==> src/rtl/lenet_sequencer_if.sv <==
// Handshake bundle between the inference sequencer and the LeNet core.
// Master is the sequencer side; slave is the LeNet side.
interface lenet_sequencer_if;
   logic       lenet_go;
   logic       lenet_srstn;
   logic       lenet_ready;
   logic [3:0] lenet_digit;

   modport master (
      output lenet_go,
      output lenet_srstn,
      input  lenet_ready,
      input  lenet_digit
   );

   modport slave (
      input  lenet_go,
      input  lenet_srstn,
      output lenet_ready,
      output lenet_digit
   );
endinterface

==> src/rtl/lenet_sequencer.sv <==
// LeNet inference scheduler: frame sync, go/ready handshake, watchdog
// soft reset and consecutive-match digit vote.
module lenet_sequencer #(
   parameter int TIMEOUT_CYCLES = 2_000_000,
   parameter int VOTE_DEPTH     = 3,
   parameter int SRST_CYCLES    = 16
) (
   input  logic              clk,
   input  logic              rst_n,
   input  logic              enable,
   input  logic              data_ready,
   lenet_sequencer_if.master lenet,
   output logic [3:0]        digit_raw,
   output logic [3:0]        digit_out,
   output logic              digit_valid,
   output logic              busy,
   output logic              timeout_err,
   output logic              overrun,
   output logic [15:0]       infer_count
);

   localparam int WDW = $clog2(TIMEOUT_CYCLES + 1);
   localparam int SRW = $clog2(SRST_CYCLES + 1);

   typedef enum logic [2:0] {
      S_IDLE,
      S_ARM,
      S_GO,
      S_WAIT_BUSY,
      S_WAIT_DONE,
      S_LATCH,
      S_RECOVER
   } state_t;

   state_t state;
   state_t state_nxt;

   logic           dr_s1;
   logic           dr_s2;
   logic           dr_prev;
   logic           frame_evt;
   logic           pending;
   logic           go_entry;
   logic           expire;
   logic           wd_hit;
   logic [WDW-1:0] wd;
   logic [SRW-1:0] rc;
   logic           go_q;
   logic           srstn_q;
   logic           go_nxt;
   logic           srstn_nxt;
   logic           busy_nxt;
   logic [3:0]     cand;
   logic [3:0]     match_cnt;
   logic [3:0]     match_nxt;
   logic           vote_hit;

   assign frame_evt = dr_s2 & ~dr_prev;
   assign wd_hit    = wd >= WDW'(TIMEOUT_CYCLES - 1);
   assign go_entry  = state_nxt == S_GO;

   assign lenet.lenet_go    = go_q;
   assign lenet.lenet_srstn = srstn_q;

   always_ff @(posedge clk or negedge rst_n) begin
      if (!rst_n) begin
         state <= S_IDLE;
      end else begin
         state <= state_nxt;
      end
   end

   always_comb begin
      state_nxt = state;
      expire    = 1'b0;
      unique case (state)
         S_IDLE: begin
            if (enable) state_nxt = S_ARM;
         end
         S_ARM: begin
            if (!enable)      state_nxt = S_IDLE;
            else if (pending) state_nxt = S_GO;
         end
         S_GO: begin
            state_nxt = S_WAIT_BUSY;
         end
         S_WAIT_BUSY: begin
            if (!lenet.lenet_ready) begin
               state_nxt = S_WAIT_DONE;
            end else if (wd_hit) begin
               state_nxt = S_RECOVER;
               expire    = 1'b1;
            end
         end
         S_WAIT_DONE: begin
            if (lenet.lenet_ready) begin
               state_nxt = S_LATCH;
            end else if (wd_hit) begin
               state_nxt = S_RECOVER;
               expire    = 1'b1;
            end
         end
         S_LATCH: begin
            state_nxt = enable ? S_ARM : S_IDLE;
         end
         S_RECOVER: begin
            if (rc == SRW'(SRST_CYCLES - 1))
               state_nxt = enable ? S_ARM : S_IDLE;
         end
         default: state_nxt = S_IDLE;
      endcase
   end

   // Outputs are decoded from the next state so they leave the flops aligned with it
   always_comb begin
      go_nxt    = 1'b0;
      srstn_nxt = 1'b1;
      busy_nxt  = 1'b0;
      unique case (1'b1)
         state_nxt == S_GO: begin
            go_nxt   = 1'b1;
            busy_nxt = 1'b1;
         end
         state_nxt == S_WAIT_BUSY,
         state_nxt == S_WAIT_DONE,
         state_nxt == S_LATCH: begin
            busy_nxt = 1'b1;
         end
         state_nxt == S_RECOVER: begin
            srstn_nxt = 1'b0;
         end
         default: ;
      endcase
   end

   always_comb begin
      match_nxt = 4'd1;
      if (lenet.lenet_digit == cand)
         match_nxt = (match_cnt == 4'hF) ? 4'hF : match_cnt + 4'd1;
      vote_hit = match_nxt >= 4'(VOTE_DEPTH);
   end

   always_ff @(posedge clk or negedge rst_n) begin
      if (!rst_n) begin
         dr_s1       <= 1'b0;
         dr_s2       <= 1'b0;
         dr_prev     <= 1'b0;
         pending     <= 1'b0;
         overrun     <= 1'b0;
         timeout_err <= 1'b0;
         wd          <= '0;
         rc          <= '0;
         go_q        <= 1'b0;
         srstn_q     <= 1'b1;
         busy        <= 1'b0;
         digit_raw   <= 4'd0;
         digit_out   <= 4'd0;
         digit_valid <= 1'b0;
         infer_count <= 16'd0;
         cand        <= 4'd0;
         match_cnt   <= 4'd0;
      end else begin
         dr_s1   <= data_ready;
         dr_s2   <= dr_s1;
         dr_prev <= dr_s2;
         // An event coinciding with GO entry survives for the next round
         pending <= enable & ((pending & ~go_entry) | frame_evt);
         if (frame_evt & pending & ~go_entry)
            overrun <= 1'b1;
         if (expire)
            timeout_err <= 1'b1;
         if (state == S_GO)
            wd <= WDW'(1);
         else if (state == S_WAIT_BUSY || state == S_WAIT_DONE)
            wd <= wd + WDW'(1);
         if (expire)
            rc <= '0;
         else if (state == S_RECOVER)
            rc <= rc + SRW'(1);
         go_q    <= go_nxt;
         srstn_q <= srstn_nxt;
         busy    <= busy_nxt;
         if (state == S_LATCH) begin
            digit_raw   <= lenet.lenet_digit;
            infer_count <= infer_count + 16'd1;
            cand        <= lenet.lenet_digit;
            match_cnt   <= match_nxt;
            if (vote_hit) begin
               digit_out   <= lenet.lenet_digit;
               digit_valid <= 1'b1;
            end
         end
      end
   end

endmodule

==> src/flat_wrapper.sv <==
// flat-port wrapper written by rule: the top's interface ports become plain ports
module lenet_sequencer_flat 
#(
   parameter int TIMEOUT_CYCLES = 2_000_000,
   parameter int VOTE_DEPTH     = 3,
   parameter int SRST_CYCLES    = 16
)
  (clk, rst_n, enable, data_ready, digit_raw, digit_out, digit_valid, busy, timeout_err, overrun, infer_count, lenet_lenet_go, lenet_lenet_srstn, lenet_lenet_ready, lenet_lenet_digit);
  lenet_sequencer_if lenet_i ();
  input  logic clk;
  input  logic rst_n;
  input  logic enable;
  input  logic data_ready;
  output logic [3:0] digit_raw;
  output logic [3:0] digit_out;
  output logic digit_valid;
  output logic busy;
  output logic timeout_err;
  output logic overrun;
  output logic [15:0] infer_count;
  output wire logic [$bits(lenet_i.lenet_go)-1:0] lenet_lenet_go;
  output wire logic [$bits(lenet_i.lenet_srstn)-1:0] lenet_lenet_srstn;
  input wire logic [$bits(lenet_i.lenet_ready)-1:0] lenet_lenet_ready;
  input wire logic [$bits(lenet_i.lenet_digit)-1:0] lenet_lenet_digit;
  assign lenet_lenet_go = lenet_i.lenet_go;
  assign lenet_lenet_srstn = lenet_i.lenet_srstn;
  assign lenet_i.lenet_ready = lenet_lenet_ready;
  assign lenet_i.lenet_digit = lenet_lenet_digit;
  lenet_sequencer #(.TIMEOUT_CYCLES(TIMEOUT_CYCLES), .VOTE_DEPTH(VOTE_DEPTH), .SRST_CYCLES(SRST_CYCLES)) u_core (.clk(clk), .rst_n(rst_n), .enable(enable), .data_ready(data_ready), .lenet(lenet_i), .digit_raw(digit_raw), .digit_out(digit_out), .digit_valid(digit_valid), .busy(busy), .timeout_err(timeout_err), .overrun(overrun), .infer_count(infer_count));
endmodule
==> config.mk <==
export PLATFORM = sky130hd
export DESIGN_NAME = lenet_sequencer_flat
export DESIGN_NICKNAME = d
export VERILOG_FILES = /design/src/rtl/lenet_sequencer_if.sv /design/src/rtl/lenet_sequencer.sv /design/src/flat_wrapper.sv
export SDC_FILE = /design/constraint.sdc
export NUM_CORES = 1
export LEC_CHECK = 0
export CAP_MARGIN = 5
export CORE_AREA = 3 3 119 121
export DETAILED_ROUTE_END_ITERATION = 8
export DIE_AREA = 0 0 122 124
export DONT_BUFFER_PORTS = 1
export GPL_TIMING_DRIVEN = 0
export SLEW_MARGIN = 10
export SYNTH_ARGS = -nofsm -noshare
export SYNTH_HDL_FRONTEND = slang
export SYNTH_SLANG_ARGS = --single-unit
==> constraint.sdc <==
create_clock -name clk -period 3.7 [get_ports clk]
set_clock_uncertainty 0.2 [all_clocks]
set_input_delay 0.925 -clock clk [delete_from_list [all_inputs] [get_ports clk]]
set_output_delay 0.925 -clock clk [all_outputs]
set_load 0.1 [all_outputs]
==> flow_metrics.tcl <==
set metrics [dict create \
    finalInstanceArea_mm2 0.00377 \
    grt_start_max_net_pins 68 \
    status "complete, no violations" \
    syn_nets 336 \
    critPathMaxFanout 5 \
    dieArea_mm2 0.0151 \
    cts_max_path_buffers 2 \
    track_usage 0.0946 \
    post_cts_resized 0 \
    synth_top_area_share 0.508 \
    dieWidth_um 122 \
    worst_slack_ns 0.837 \
    core_mm2 0.0132 \
    layout.nets 347 \
    wl_um 6870 \
    multi_input_area_mm2 0.00150 \
    yosysSeqAreaShare 0.516 \
    yosys-top-cells-count "dfrtp_1 (66), nand2_1 (49), nor2_1 (25), o21ai_0 (22), xnor2_1 (14)" \
    vias 2388 \
    finalHoldViolations 0 \
    yosys.area.top_type "dfrtp_1" \
    end_kind "register" \
    firstDrtPassIters 4 \
    layout_worst_path_cycle_share 0.774 \
    grt_pass1_wl_um 11300 \
    areaGrowthSynthToFinish_pct 16.1 \
    syn_avg_cell_area_um2 10.1 \
    rsz0062_at_grt "false" \
    clk_latency_ns 0.33 \
    layout-drive-gt1-share 0.112 \
    finalWeightedCongestion 0.738 \
    tightest_slew_ns 1.01 \
    cellPowerDensity_mw_per_mm2 727 \
    synth_cell_type_count 54 \
    fillers 1370 \
    fin_crit_ns 2.86 \
    leakagePower_nw 1.65 \
    n_antenna_cell 0 \
    placed_cell_area_mm2 0.00347 \
    synth-edff-count 0 \
    maxCapViolations 0 \
    relSlewSlack 0.326 \
    die_h_um 124 \
    fin_setup_tns_ns 0 \
    clock_sinks 67 \
    cts-root-buf "clkbuf_16" \
    setup_viol 0 \
    yosysMostFrequentCell "dfrtp_1" \
    placed_cells 498 \
    drt_iter0_drc 119 \
    finalNonFillerCells 514 \
    initial_core_util 0.247 \
    drt-wirelength-per-cell_um 13.4 \
    hold_ws_ns 0.0921 \
    clk_pin_slew_ns 0.06 \
    num_rows 42 \
    viasPerCell 4.65 \
    portBuffers 0 \
    remaining_drc_errors 0 \
    syn-cell-area_mm2 0.00325 \
    numCtsBuffers 9 \
    reg2reg_depth 5 \
    first_global_vias 2295 \
    hpwl_um 4840 \
    synth_area_leaders "dfrtp_1 (51%), nand2_1 (5.7%), xnor2_1 (3.8%)" \
    synth_warnings 0 \
    ys_ff_latch 67 \
    seqCellArea_mm2 0.00168 \
    drv_slew 0 \
    synth_flop_cell "dfrtp_1" \
    grt_overflow 0 \
    hold_buffers 0 \
    peakVddDrop_mv 0.520 \
    ant_nets 0 \
    syn_inst 322 \
    io_pins 39 \
    dp_slack_ns 0.862 \
    critical_path_arrival_ns 2.88 \
    cp_data_required_time_ns 3.71 \
    hold_class "in2async" \
    synthArstFlopShare 1.00 \
    grt_antenna_before_repair 0 \
    fmax_ghz 0.349 \
    cp-start-kind "register" \
    tritoncts "done" \
    post_cts_buffers 0 \
    crit_type "reg2reg" \
    cts_htree_levels 3 \
]
[worst max-delay path, stage by stage (launching register included)]
cell,delay (ns)
dfrtp_1,0.98
xor2_1,0.15
nor4_1,0.67
and3_1,0.25
buf_2,0.16
mux2_2,0.34
[state kept, by name, summed over array words and instances (netlist names)]
name	flops
u_core.dr_s1	1
u_core.overrun	1
u_core.wd	21
u_core.dr_prev	1
u_core.timeout_err	1
u_core.lenet.lenet_go	1
u_core.dr_s2	1
u_core.state	3
u_core.pending	1
u_core.digit_out	4
u_core.lenet.lenet_srstn	1
u_core.match_cnt	4
u_core.busy	1
u_core.digit_valid	1
u_core.cand	4
u_core.infer_count	16
u_core.rc	5
[layout make-up]
cell class	count	share of cell area
plain buffers	8	0.0113
clock buffers	10	0.0633
inverters	9	0.00895
flip-flops and latches	67	0.444
well taps	176	0.0583
clock inverters	6	0.0169
multi-input cells	238	0.397
[layer usage]
layer  part of all wire  track usage
met3              0.059       0.0386
met5                  0            0
met1               0.45        0.115
met4              0.017       0.0420
met2               0.48        0.147
[where the power goes]
part / switching, mW / internal (mW) / leakage, nW / total [mW]
clock: 0.313 / 0.539 / 0.145 / 0.852
combinational: 0.261 / 0.197 / 0.635 / 0.458
sequential: 0.584 / 0.852 / 0.869 / 1.44
total: 1.16 / 1.59 / 1.65 / 2.75
[stage by stage]
stage,util,power (mW)
finish,0.286,2.75
global route,0.286,2.90
CTS,0.286,2.79
global placement,0.263,1.88
floorplan,-,1.78
detailed placement,0.263,1.91
[worst paths after layout]
path,startpoint,slack (ns),endpoint
worst min register to register,u_core.dr_s1,0.15,u_core.dr_s2
min in group clk,u_core.dr_s1,0.15,u_core.dr_s2
worst min-delay path,rst_n,0.09,u_core.wd[17]
worst max register to register,u_core.cand[3],0.84,u_core.digit_out[0]
worst max-delay path,u_core.cand[3],0.84,u_core.digit_out[0]
max in group asynchronous,rst_n,3.02,u_core.lenet.lenet_srstn
[placed cells by master (no fill, tap or decap), drive strengths merged, types with 3 or more instances in the layout]
| master | netlist | final |
|---|---|---|
| o211ai | 4 | 4 |
| buf | 5 | 5 |
| nor3 | 6 | 6 |
| xor2 | 11 | 11 |
| dfrtp | 66 | 66 |
| nor2 | 25 | 25 |
| and3 | 11 | 11 |
| o21ai | 23 | 23 |
| mux2i | 5 | 5 |
| a21oi | 13 | 13 |
| o311ai | 3 | 3 |
| xnor2 | 14 | 14 |
| nand3 | 14 | 14 |
| nand2 | 49 | 49 |
| mux2 | 5 | 5 |
| nand4 | 6 | 6 |
| ha | 5 | 5 |
| o31ai | 4 | 4 |
| o41ai | 4 | 4 |
| nand2b | 3 | 3 |
| inv | 9 | 10 |
| clkbuf | 3 | 13 |
[logic make-up after synthesis]
group           after synthesis  synth area share
compound gates               67             0.143
mux                          10            0.0327
fa+ha+maj                     5            0.0192
flops                        67             0.516
simple gates                131             0.198
xor+xnor                     25            0.0673
buf+inv                      17            0.0235
Power figures use the tool's default switching activity.
